[config.mk]
export PLATFORM = sky130hd
export DESIGN_NAME = instr_mem_loader
export DESIGN_NICKNAME = d
export VERILOG_FILES = /design/src/rtl/isa_pkg.sv /design/src/rtl/byte_word_assembler.sv /design/src/rtl/instr_mem_loader.sv
export SDC_FILE = /design/constraint.sdc
export NUM_CORES = 1
export LEC_CHECK = 0
export ABC_AREA = 1
export CORE_MARGIN = 5
export CORE_UTILIZATION = 35
export DETAILED_ROUTE_END_ITERATION = 10
export MAX_ROUTING_LAYER = met4
export PLACE_DENSITY = 0.69
export SYNTH_ARGS = -nofsm -noshare
export SYNTH_HDL_FRONTEND = slang
export SYNTH_SLANG_ARGS = --single-unit
[constraint.sdc]
create_clock -name clk -period 1.7 [get_ports clk]
set_input_delay 0.425 -clock clk [delete_from_list [all_inputs] [get_ports clk]]
set_output_delay 0.425 -clock clk [all_outputs]
set_load 0.1 [all_outputs]
[src/rtl/isa_pkg.sv]
// Shared ISA and instruction-memory parameters, plus the program-loader state encoding.
// Single-sourced here so the processor, its memory and the loader all agree on them.
package isa_pkg;

  localparam int ADDR_W     = 10;
  localparam int WORD_W     = 34;
  localparam int DEPTH      = 65;
  localparam int BPW        = 5;
  localparam int BYTE_IDX_W = $clog2(BPW);

  typedef enum logic [2:0] {
    LD_IDLE   = 3'd0,
    LD_CNT_LO = 3'd1,
    LD_CNT_HI = 3'd2,
    LD_DATA   = 3'd3,
    LD_WRITE  = 3'd4,
    LD_CHECK  = 3'd5
  } ld_state_t;

endpackage

[src/rtl/byte_word_assembler.sv]
// Collects BPW little-endian bytes into one instruction word and flags the
// cycle on which the last byte arrives; the word is valid alongside that flag.
module byte_word_assembler
  import isa_pkg::*;
(
  input  logic              clk,
  input  logic              rst,
  input  logic              clear,
  input  logic              byte_valid,
  input  logic [7:0]        byte_in,
  output logic [WORD_W-1:0] word,
  output logic              word_valid
);

  localparam logic [BYTE_IDX_W-1:0] LAST_IDX = BYTE_IDX_W'(BPW - 1);

  logic [BYTE_IDX_W-1:0]  byte_idx;
  logic [8*(BPW-1)-1:0]   shreg;

  assign word_valid = byte_valid && (byte_idx == LAST_IDX);
  // The final byte is used straight from the input; its bits above WORD_W are dropped.
  assign word       = WORD_W'({byte_in, shreg});

  always_ff @(posedge clk) begin
    if (rst || clear) begin
      byte_idx <= '0;
    end else if (byte_valid) begin
      byte_idx <= word_valid ? '0 : byte_idx + BYTE_IDX_W'(1);
    end
  end

  always_ff @(posedge clk) begin
    if (byte_valid) begin
      shreg <= {byte_in, shreg[8*(BPW-1)-1:8]};
    end
  end

endmodule

[src/rtl/instr_mem_loader.sv]
// Loads a program byte stream (count, words, XOR checksum) into instruction memory
// from address 0 up, holding the processor in reset while the load runs.
module instr_mem_loader
  import isa_pkg::*;
(
  input  logic              clk,
  input  logic              rst,
  input  logic              start,
  input  logic [7:0]        rx_data,
  input  logic              rx_valid,
  output logic              rx_ready,
  output logic [ADDR_W-1:0] mem_addr,
  output logic [WORD_W-1:0] mem_wdata,
  output logic              mem_we,
  output logic              busy,
  output logic              cpu_hold,
  output logic              done,
  output logic              error,
  output logic [ADDR_W-1:0] words_loaded
);

  localparam logic [ADDR_W-1:0] DEPTH_A = ADDR_W'(DEPTH);

  ld_state_t         state, state_nxt;
  logic              xfer, start_acc, cnt_bad, last_word;
  logic [7:0]        cnt_lo, chk;
  logic [ADDR_W-1:0] n_words, cnt_n;
  logic [WORD_W-1:0] asm_word;
  logic              asm_valid;

  assign xfer      = rx_valid && rx_ready;
  assign start_acc = (state == LD_IDLE) && start;
  assign cnt_n     = ADDR_W'({rx_data[1:0], cnt_lo});
  assign cnt_bad   = (rx_data[7:2] != 6'd0) || (cnt_n > DEPTH_A);
  assign last_word = (words_loaded + ADDR_W'(1)) == n_words;

  byte_word_assembler u_asm (
    .clk        (clk),
    .rst        (rst),
    .clear      (start_acc),
    .byte_valid (xfer && (state == LD_DATA)),
    .byte_in    (rx_data),
    .word       (asm_word),
    .word_valid (asm_valid)
  );

  always_ff @(posedge clk) begin
    if (rst) state <= LD_IDLE;
    else     state <= state_nxt;
  end

  always_comb begin
    state_nxt = state;
    case (state)
      LD_IDLE:   if (start) state_nxt = LD_CNT_LO;
      LD_CNT_LO: if (xfer) state_nxt = LD_CNT_HI;
      LD_CNT_HI: if (xfer) begin
        if (cnt_bad)                 state_nxt = LD_IDLE;
        else if (cnt_n == '0)        state_nxt = LD_CHECK;
        else                         state_nxt = LD_DATA;
      end
      LD_DATA:   if (asm_valid) state_nxt = LD_WRITE;
      LD_WRITE:  state_nxt = last_word ? LD_CHECK : LD_DATA;
      LD_CHECK:  if (xfer) state_nxt = LD_IDLE;
      default:   state_nxt = LD_IDLE;
    endcase
  end

  always_comb begin
    rx_ready = 1'b0;
    mem_we   = 1'b0;
    busy     = (state != LD_IDLE);
    case (state)
      LD_CNT_LO, LD_CNT_HI, LD_DATA, LD_CHECK: rx_ready = 1'b1;
      LD_WRITE:                                mem_we   = 1'b1;
      default: ;
    endcase
  end

  assign cpu_hold = busy;

  // Counters, checksum and the registered write port; the checksum byte itself is not folded in.
  always_ff @(posedge clk) begin
    if (rst) begin
      cnt_lo       <= '0;
      n_words      <= '0;
      words_loaded <= '0;
      chk          <= '0;
      done         <= 1'b0;
      error        <= 1'b0;
      mem_addr     <= '0;
      mem_wdata    <= '0;
    end else begin
      if (start_acc) begin
        done         <= 1'b0;
        error        <= 1'b0;
        words_loaded <= '0;
        chk          <= '0;
      end
      if (xfer && (state != LD_CHECK)) chk <= chk ^ rx_data;
      if (xfer && (state == LD_CNT_LO)) cnt_lo <= rx_data;
      if (xfer && (state == LD_CNT_HI)) begin
        n_words <= cnt_n;
        if (cnt_bad) error <= 1'b1;
      end
      if (asm_valid) begin
        mem_addr  <= words_loaded;
        mem_wdata <= asm_word;
      end
      if (state == LD_WRITE) words_loaded <= words_loaded + ADDR_W'(1);
      if (xfer && (state == LD_CHECK)) begin
        if (rx_data == chk) done  <= 1'b1;
        else                error <= 1'b1;
      end
    end
  end

endmodule
==> results of run 1 <==
## final timing paths
check                                startpoint              to  slack, ns
worst min register to register  u_asm.shreg[17]  u_asm.shreg[9]       0.44
worst max register to register         state[1]          chk[7]      -0.13
worst min-delay path            u_asm.shreg[17]  u_asm.shreg[9]       0.44
worst max-delay path                   state[1]            busy      -0.14
## registers in the layout (all words and copies together), names as in the netlist, 8 cells and up
name / cells
mem_wdata: 34
u_asm.shreg: 32
mem_addr: 10
n_words: 10
words_loaded: 10
chk: 8
cnt_lo: 8
## cell type report
class	instances	area, sq um	share of cell area (%)
inverter	41	176	2.31
timing repair buffer	133	1910	24.9
clock inverter	10	92.6	1.21
multi-input combinational	395	1990	26.1
clock buffer	22	494	6.47
tap	180	225	2.95
sequential	120	2750	36.0
## report_power, final
group	internal, mW	switching, mW
Combinational	0.757	1.25
Clock	2.20	1.29
Sequential	3.11	0.121
## timing repair
item,4_1_cts,5_1_grt
pin swaps,10,24
cloned,0,2
setup buffers,6,8
resized for setup,20,47
endpoints found under the setup margin,6,51
## cell families after synthesis
kind of cell | share of synthesized area, %
compound gates | 11.9
xor+xnor | 1.80
fa+ha+maj | 0.772
buf+inv | 5.66
flops | 56.0
simple gates | 23.8
## worst register-to-register path, delay by kind of cell, from the launching register on
family                 cells  cell delay, ns
DFF                        1            0.35
AOI/OAI and AO/OA          1            0.07
and+or+nand+nor            5            0.58
buffers and inverters      5            0.73
## metal layers
layer	global-route usage (%)	vias up	routed length, um
li1	-	2173	-
met3	3.92	27	753
met1	19.7	2085	5580
met4	6.43	0	250
met2	27.2	150	6540
met5	-	-	0
## placed cells by master, fill, tap and decap left out, drive strengths merged, types with 3 or more instances in the layout
cell type,n
xor2,9
nor2,124
clkdlybuf4s50,11
clkinv,6
nand3,36
clkbuf,24
nand2,96
buf,120
edfxtp,32
o21ai,67
ha,3
nor4,3
a21oi,42
dfxtp,88
nand4,3
inv,39
clkinvlp,5
nor3,6
## through the flow
stage          instances  total power [mW]  worst slack, ns  setup TNS (ns)  instance area, sq um
2_1_floorplan        579              4.46           -0.187           -2.92                  4920
3_3_place_gp         853              4.97           -0.191           -5.35                  6730
3_5_place_dp         853              5.02           -0.206           -7.65                  6730
4_1_cts              891              8.59           -0.131          -0.396                  7430
5_1_grt              901              9.07           -0.202           -3.61                  7640
6_report             901              8.73           -0.142           -1.70                  7640
## cell usage after synthesis, types with 2 or more instances
cell,number,area [sq um]
o21ai_0,66,330
buf_6,2,22.5
nand2_2,6,37.5
buf_4,2,15.0
inv_2,2,7.51
xor2_1,9,78.8
clkbuf_1,10,37.5
nor3_2,2,20.0
nor4_1,3,18.8
nor3_1,3,15.0
edfxtp_1,32,961
ha_1,3,37.5
nand3_1,35,175
nor2_4,3,33.8
a21oi_1,41,205
nor2_2,3,18.8
nor2_1,118,443
dfxtp_1,88,1760
buf_2,8,40.0
inv_1,38,143
nand4_1,3,18.8
nand2_1,90,338
==> flow_summary.toml, run 1 <==
[run_status]
status = "finished with violations"
violations = "negative setup slack"

[clock_network]
clock_sinks = 120
h-tree-depth = 4
clk_pin_slew_ns = 0.05
hold_buffers = 0
cts-root-buf = "clkbuf_16"
cts_max_path_buffers = 2
cts_tree = "yes"
clock_latency_ns = 0.41
cts_inserted_buffers = 17

[sta]
slew_viol_final = 0
slew_headroom_pct = 77.0
max_freq_ghz = 0.543
setup_viol = 24
rsz0062_at_grt = "true"
final_hold_viol_count = 0
clock_skew_ns = 0.00760
max_slew.worst_pin.slew_ns = 0.342
worst_hold_slack_ns = 0.442
min_period_ns = 1.84
fin_crit_sh_pct = 108
setup_slack_ns = -0.142

[logic_synthesis]
yosys.cell_types.count = 34
yosys_most_used_dff = "dfxtp_1"
synth-edff-count = 32
yosysWarningCount = 0
async_flop_share_pct = 0
syn_area_per_cell_sq_um = 8.40
ys_seq_area_share_pct = 56.0
synth_cells = 579
syn-num-nets = 594
synthesis.area_sq_um = 4860
synth.ff_latch_count = 120

[drt]
dr.pass1.iters = 4
drt_iter0_markers = 268
vias = 4435
wl_per_cell_um = 14.6
remaining_drc_errors = 0
viasPerCell = 4.92
wl_mm = 13.1
postRouteAntennaNets = 0

[final_layout]
utilization_pct = 55.5
syn2layout_area_growth_pct = 57.2
num-fill-cells = 1218
drive_gt1_share_pct = 30.7
diodes = 0
nNetsFinal = 723

[die]
fp.dieH_um = 128
dieWidth_um = 128
die_area_sq_um = 16300
row_count = 43
initial_utilization_pct = 35.3
io_pins = 72
core-area_sq_um = 13800

[grt]
grt_start_max_net_pins = 39
grt_first_pass_wirelength_mm = 20.9
antenna_found_initial = 0
grt_pass1_vias = 4302
grt_usage_pct = 16.6
overflow = 0

[power_and_ir_drop]
cellPowerDensity_nw_per_um2 = 1140
peakVddDrop_mv = 1.81
p_leak_nw = 2.92

[place]
place_congestion = 0.896
dpl.hpwl_mm = 9.18
io_buffers = 71

[worst_setup_path]
arrival_ns = 1.42
cp.required_ns = 1.27
critical_path_buf_inv_count = 3
cp_max_fo = 3
startpoint_type = "register"
slowest_stage = "dfxtp_4"
slowest_delay_ns = 0.35
path_cells = "nor2_4 > inv_2 > nor2_4 > clkinvlp_4 > buf_12"
rr_worst_depth = 11
crit_type = "reg -> out"
endpoint_kind = "output port"
cp_top_family = "buffers and inverters"
path_depth = 5
crit_top_cell = "nor2_4"

[flow_run]
maxCapViolCount = 0

[min_path]
hold_path_depth = 0
holdCritPathClass = "reg -> reg"
Note: power is estimated with default switching activity, not from simulation.
==> run 2, diff against run 1 <==
- CORE_ASPECT_RATIO: default -> 1.2
==> run 2 against run 1 <==
  * The run still ends with negative setup slack left
  * Cell count decreased by 0.89%
  * Sequential power about the same
  * Sequential share of layout area grew 0.43 points
  * Count of clock-buffer cells in the layout down 5
  * Fmax is 1.8% higher
  * Die area hardly changed
  * Via count fell by 2.7%
  * Non-clock buffer count rose by 1
  * Global-route usage down 0.29 points
  * Final area decreased by 1.1%
  * Largest power group unchanged
==> flow_summary.toml, run 2 (same netlist as run 1, synthesis figures left out) <==
[run_status]
status = "finished with violations"
violations = "negative setup slack"

[clock_network]
hold_buffers = 0
clock_sinks = 120
clk_pin_slew_ns = 0.06
h-tree-depth = 4
clock_latency_ns = 0.41
cts_tree = "yes"
cts_max_path_buffers = 2
cts_inserted_buffers = 17
cts-root-buf = "clkbuf_16"

[place]
io_buffers = 71
dpl.hpwl_mm = 9.17
dp.cells = 843
placed_area_sq_um = 6700
pre_cts_slack_ns = -0.261
place_congestion = 0.891

[drt]
dr_wl_met3_um = 469
remaining_drc_errors = 0
routed.top_layer = "met4"
vias = 4316
drt_iter0_markers = 253
wl_met2_mm = 6.75
wl_per_cell_um = 14.5
wl_mm = 13.0
wl_met1_mm = 5.45
viasPerCell = 4.83
postRouteAntennaNets = 0
dr.pass1.iters = 5

[min_path]
min_from = "u_asm.shreg[24]"
hold_path_depth = 0
whs_endpoint = "u_asm.shreg[16]"
holdCritPathClass = "reg -> reg"

[final_layout]
reg.largest.list = "mem_wdata: 34 flops, u_asm.shreg: 32 flops"
layoutNonFillerInstCount = 893
most-common-layout-cells = "nor2_1, nand2_1, dfxtp_1, buf_12, o21ai_0"
nNetsFinal = 724
final_area_sq_um = 7560
drive_gt1_share_pct = 29.1
diodes = 0
largest_register_ffs = 34
syn2layout_area_growth_pct = 55.4
regMostFlops = "mem_wdata"
mostFrequentLayoutCell = "nor2_1"

[sta]
slew_viol_final = 0
fin_crit_sh_pct = 106
final.setup.tns_ns = -0.540
setup_viol = 6
final_hold_viol_count = 0
max_slew.worst_pin.slew_ns = 0.368
setup_slack_ns = -0.110
min_period_ns = 1.81
max_freq_ghz = 0.553
slew_headroom_pct = 75.2
rsz0062_at_grt = "true"
clock_skew_ns = 0.00922

[flow_run]
maxCapViolCount = 0

[power_and_ir_drop]
power.total_mw = 8.50
peakVddDrop_mv = 1.32
p_leak_nw = 2.90
cellPowerDensity_nw_per_um2 = 1130

[grt]
antenna_found_initial = 0
grt_start_max_net_pins = 49
grt_first_pass_wirelength_mm = 21.1
overflow = 0
grt_usage_pct = 16.3
grt_pass1_vias = 4314

[die]
dieWidth_um = 118
core-area_sq_um = 13700
row_count = 47
io_pins = 72
fp.dieH_um = 139
die_area_sq_um = 16400
initial_utilization_pct = 35.5

[worst_setup_path]
startpoint_type = "register"
crit_type = "reg -> out"
rr_worst_depth = 11
endpoint_kind = "output port"
cp_max_fo = 3
ff2ff_setup_slack_ns = -0.06
arrival_ns = 1.38
worstReg2RegStart = "state[1]"
reg2reg_to = "state[1]"
cp.required_ns = 1.27
==> run 2: changes by cell type in the layout (fill, tap and decap cells not counted), sizes merged <==
cell,before,now
inv,39,46
buf,120,121
bufinv,1,0
clkbuf,24,19
clkinv,6,5
==> run 2: per-stage QoR <==
step	utilization (%)	hold WS, ns
after floorplan	-	0.421
after global placement	48.9	0.426
after detailed placement	48.9	0.430
after CTS	53.7	0.437
after global routing	55.2	0.443
final	55.2	0.439
==> run 2: worst max path at each step <==
stage,slack [ns],to,startpoint,cells after the start
after floorplan,-0.19,cpu_hold,state[0],5
final,-0.11,mem_we,state[1],5
after CTS,-0.12,cpu_hold,state[1],5
after detailed placement,-0.26,error,rx_data[7],6
after global placement,-0.16,chk[4],rx_valid,7
after global routing,-0.19,cpu_hold,state[1],5
==> run 2: critical path: stages, from the launching register on <==
cell and delay [ns]:
dfxtp_4 0.35, nor2_4 0.12, inv_2 0.07, nor2_2 0.14
buf_6 0.13, buf_12 0.16
==> run 2: cell type report <==
class                   count  area (sq um)
clock inverters            15           116
fillers                  1202          6140
well taps                 171           214
inverters                  41           176
repair buffers            134          1910
clock buffers              17           425
flip-flops and latches    120          2760
multi-input cells         395          1960
==> run 2: metal layers <==
metal / vias up / global-route usage, %
met5: - / -
met4: 0 / 6.70
met3: 28 / 4.04
met2: 109 / 26.9
met1: 2000 / 18.8
li1: 2179 / -
==> run 2: power by group <==
part           total [mW]  switching (mW)  internal, mW  leakage [nW]
Combinational        2.01            1.23         0.780          1.63
Clock                3.26            1.37          1.89         0.263
Sequential           3.24           0.128          3.11          1.01
==> run 2: repair_timing <==
action                                  CTS  global route
gates resized for setup                  19            32
setup buffers                             6            10
pin swaps                                 9            14
cloned                                    0             2
endpoints found under the setup margin    6            26
==> RTL edit (config.mk and constraints of run 2) <==
Encoding of `ld_state_t`: now one-hot (6 bits for 6 states).
--- a/src/rtl/isa_pkg.sv
+++ b/src/rtl/isa_pkg.sv
@@ -9,11 +9,11 @@
   localparam int BYTE_IDX_W = $clog2(BPW);
 
-  typedef enum logic [2:0] {
-    LD_IDLE   = 3'd0,
-    LD_CNT_LO = 3'd1,
-    LD_CNT_HI = 3'd2,
-    LD_DATA   = 3'd3,
-    LD_WRITE  = 3'd4,
-    LD_CHECK  = 3'd5
+  typedef enum logic [5:0] {
+    LD_IDLE   = 6'b000001,
+    LD_CNT_LO = 6'b000010,
+    LD_CNT_HI = 6'b000100,
+    LD_DATA   = 6'b001000,
+    LD_WRITE  = 6'b010000,
+    LD_CHECK  = 6'b100000
   } ld_state_t;
 
Formal check against the unedited RTL: same outputs for any inputs over 10 cycles, from zero or initial values and one cycle with rst high; not proved beyond that.
==> RTL edit against run 2 <==
  * The flow still finishes with violations (setup timing)
  * Routed wire length up 8.4%
  * Final area increased by 7.8%
  * Clock skew is 0.0040 ns lower
  * Non-clock buffer count up 6
  * Synthesized area increased by 3.6%
  * Sequential cell count increased by 3
  * Worst setup slack got worse by 0.22 ns
  * Synthesized cell count grew 5.0%
Power is not compared: it rests on default switching activity, and its combinational part moved more than twofold at a synthesized area within 25%.
==> RTL edit: results (changes against run 2) <==
gr-usage-met2_pct: 28.3  # was 26.9%
worstHoldEndpoint: "chk[4]$_SDFFE_PP0P_"  # was u_asm.shreg[16]$_DFFE_PP_
clock_skew_ns: 0.00520  # was 0.00922 ns
cts_max_level: 4  # unchanged
critPathMaxStageDelay_ns: 0.33  # was 0.35 ns
wl_mm: 14.1  # was 13.0 mm
synth_seq_area_share_pct: 55.3  # was 56.0%
violations: "setup timing"  # unchanged
nets: 761  # was 724
placed_area_um2: 6960  # was 6700 um^2
hold_depth: 2  # was 0
synthesis.nets: 623  # was 594
fill_cells: 1144  # was 1202
dpl.hpwl_mm: 9.24  # was 9.17 mm
vdd_drop_max_mv: 0.549
grt_pass1_wl_mm: 21.4  # was 21.1 mm
dp_cells: 884  # was 843
r2r_end: "state[5]$_SDFFE_PP0P_"  # was state[1]$_SDFFE_PP0P_
netlist_top_cells_area: "dfxtp_1, edfxtp_1, nand2_1, a21oi_1, nand3_1"  # was dfxtp_1, edfxtp_1, nor2_1, nand2_1, o21ai_0
dr.pass1.iters: 4  # was 5
slowest_stage: "dfxtp_2"  # was dfxtp_4
ys_top_cells_by_count: "nand2_1, dfxtp_1, a21oi_1"  # was nor2_1, nand2_1, dfxtp_1
fin_ws_ns: -0.334  # was -0.110 ns
tns_ns: -15.12  # was -0.540 ns
grt_pass1_vias: 4487  # was 4314
place_congestion: 0.890  # was 0.891
synth_most_common_cell: "nand2_1"  # was nor2_1
drt_iter0_markers: 335  # was 253
status: "finished, violations left"  # unchanged
grt_usage_pct: 16.2  # was 16.3%
grt_max_degree: 39  # was 49
crit_family: "simple AND/OR/NAND/NOR gates"  # was buffers and inverters
synth_xor_xnor_area_share_pct: 1.57  # was 1.80%
worstPathArrival_ns: 1.61  # was 1.38 ns
drive_gt1_share_pct: 33.6  # was 29.1%
hold_ws_ns: 0.370  # was 0.439 ns
detail_route.wl_per_cell_um: 15.0  # was 14.5 um
use_met3_pct: 3.79  # was 4.04%
worstMarginPinSlew_ns: 0.334  # was 0.368 ns
setup_viol: 105  # was 6
hold_class: "primary input to register"  # was register to register
synthArstFlopShare_pct: 0  # unchanged
avgSynthCellArea_um2: 8.28  # was 8.40 um^2
r2r_setup_slack_ns: -0.28  # was -0.06 ns
avgViaCountPerCell: 4.94  # was 4.83
synth_compound_area_share_pct: 11.7  # was 11.9%
worstReg2RegStart: "state[0]$_SDFFE_PP1P_"  # was state[1]$_SDFFE_PP0P_
reg2reg_depth: 12  # was 11
pre_cts_ws_ns: -0.223  # was -0.261 ns
grtUsageMet1_pct: 17.9  # was 18.8%
RTL edit: cell count changes after synthesis, moves of 3 or more:
cell,change
nor2_2,+3
nor4_1,+5
nand3_1,+8
nor2_1,-93
nand2_2,-4
o21ai_0,-41
xor2_1,-3
nand2_1,+95
dfxtp_1,+3
inv_1,+11
a21oi_1,+44
RTL edit: logic make-up (layout without fill, tap and decap cells):
logic type,after synthesis,after routing
flops,123,123
xor+xnor,9,9
buf+inv,75,225
compound gates,114,114
fa+ha+maj,3,3
simple gates,284,285
RTL edit: area by class of cell:
| class | count | area (um^2) | area share, % |
|---|---|---|---|
| repair buffers | 140 | 2050 | 25.2 |
| inverters | 53 | 230 | 2.82 |
| clock inverters | 11 | 124 | 1.52 |
| clock buffers | 21 | 450 | 5.53 |
| multi-input cells | 411 | 2260 | 27.8 |
| well taps | 175 | 219 | 2.69 |
| flip-flops and latches | 123 | 2810 | 34.5 |
RTL edit: how the worst max path moves through the flow:
stage / slack, ns / depth (start not counted) / to / start
after floorplan: -0.28 / 8 / mem_addr[1]$_SDFFE_PP0P_ / state[4]$_SDFFE_PP0P_
after global placement: -0.20 / 9 / state[5]$_SDFFE_PP0P_ / rx_data[6]
after detailed placement: -0.22 / 9 / state[5]$_SDFFE_PP0P_ / rx_data[6]
after CTS: -0.32 / 7 / rx_ready / state[0]$_SDFFE_PP1P_
after global routing: -0.39 / 7 / rx_ready / state[3]$_SDFFE_PP0P_
final: -0.33 / 7 / rx_ready / state[3]$_SDFFE_PP0P_
RTL edit: repair_timing:
item	4_1_cts	5_1_grt
hold buffers	0	0
setup buffers	5	6
endpoints found under the setup margin	5	111
gates cloned	0	7
resized for setup	35	73
pin swaps	14	16
RTL edit: metal layers:
metal  part of all wire (%)  up-vias
met5                      0        -
met1                     42     2194
li1                       -     2296
met4                    2.0        0
met3                    3.6       22
met2                     53      103
RTL edit: power groups by stage:
stage,sequential [mW],combinational [mW],clock [mW]
2_1_floorplan,3.09,0.487,0
3_3_place_gp,3.09,0.736,0
3_5_place_dp,3.10,0.740,0
4_1_cts,3.03,0.758,3.52
5_1_grt,3.04,0.939,3.68
6_report,3.04,0.888,3.47
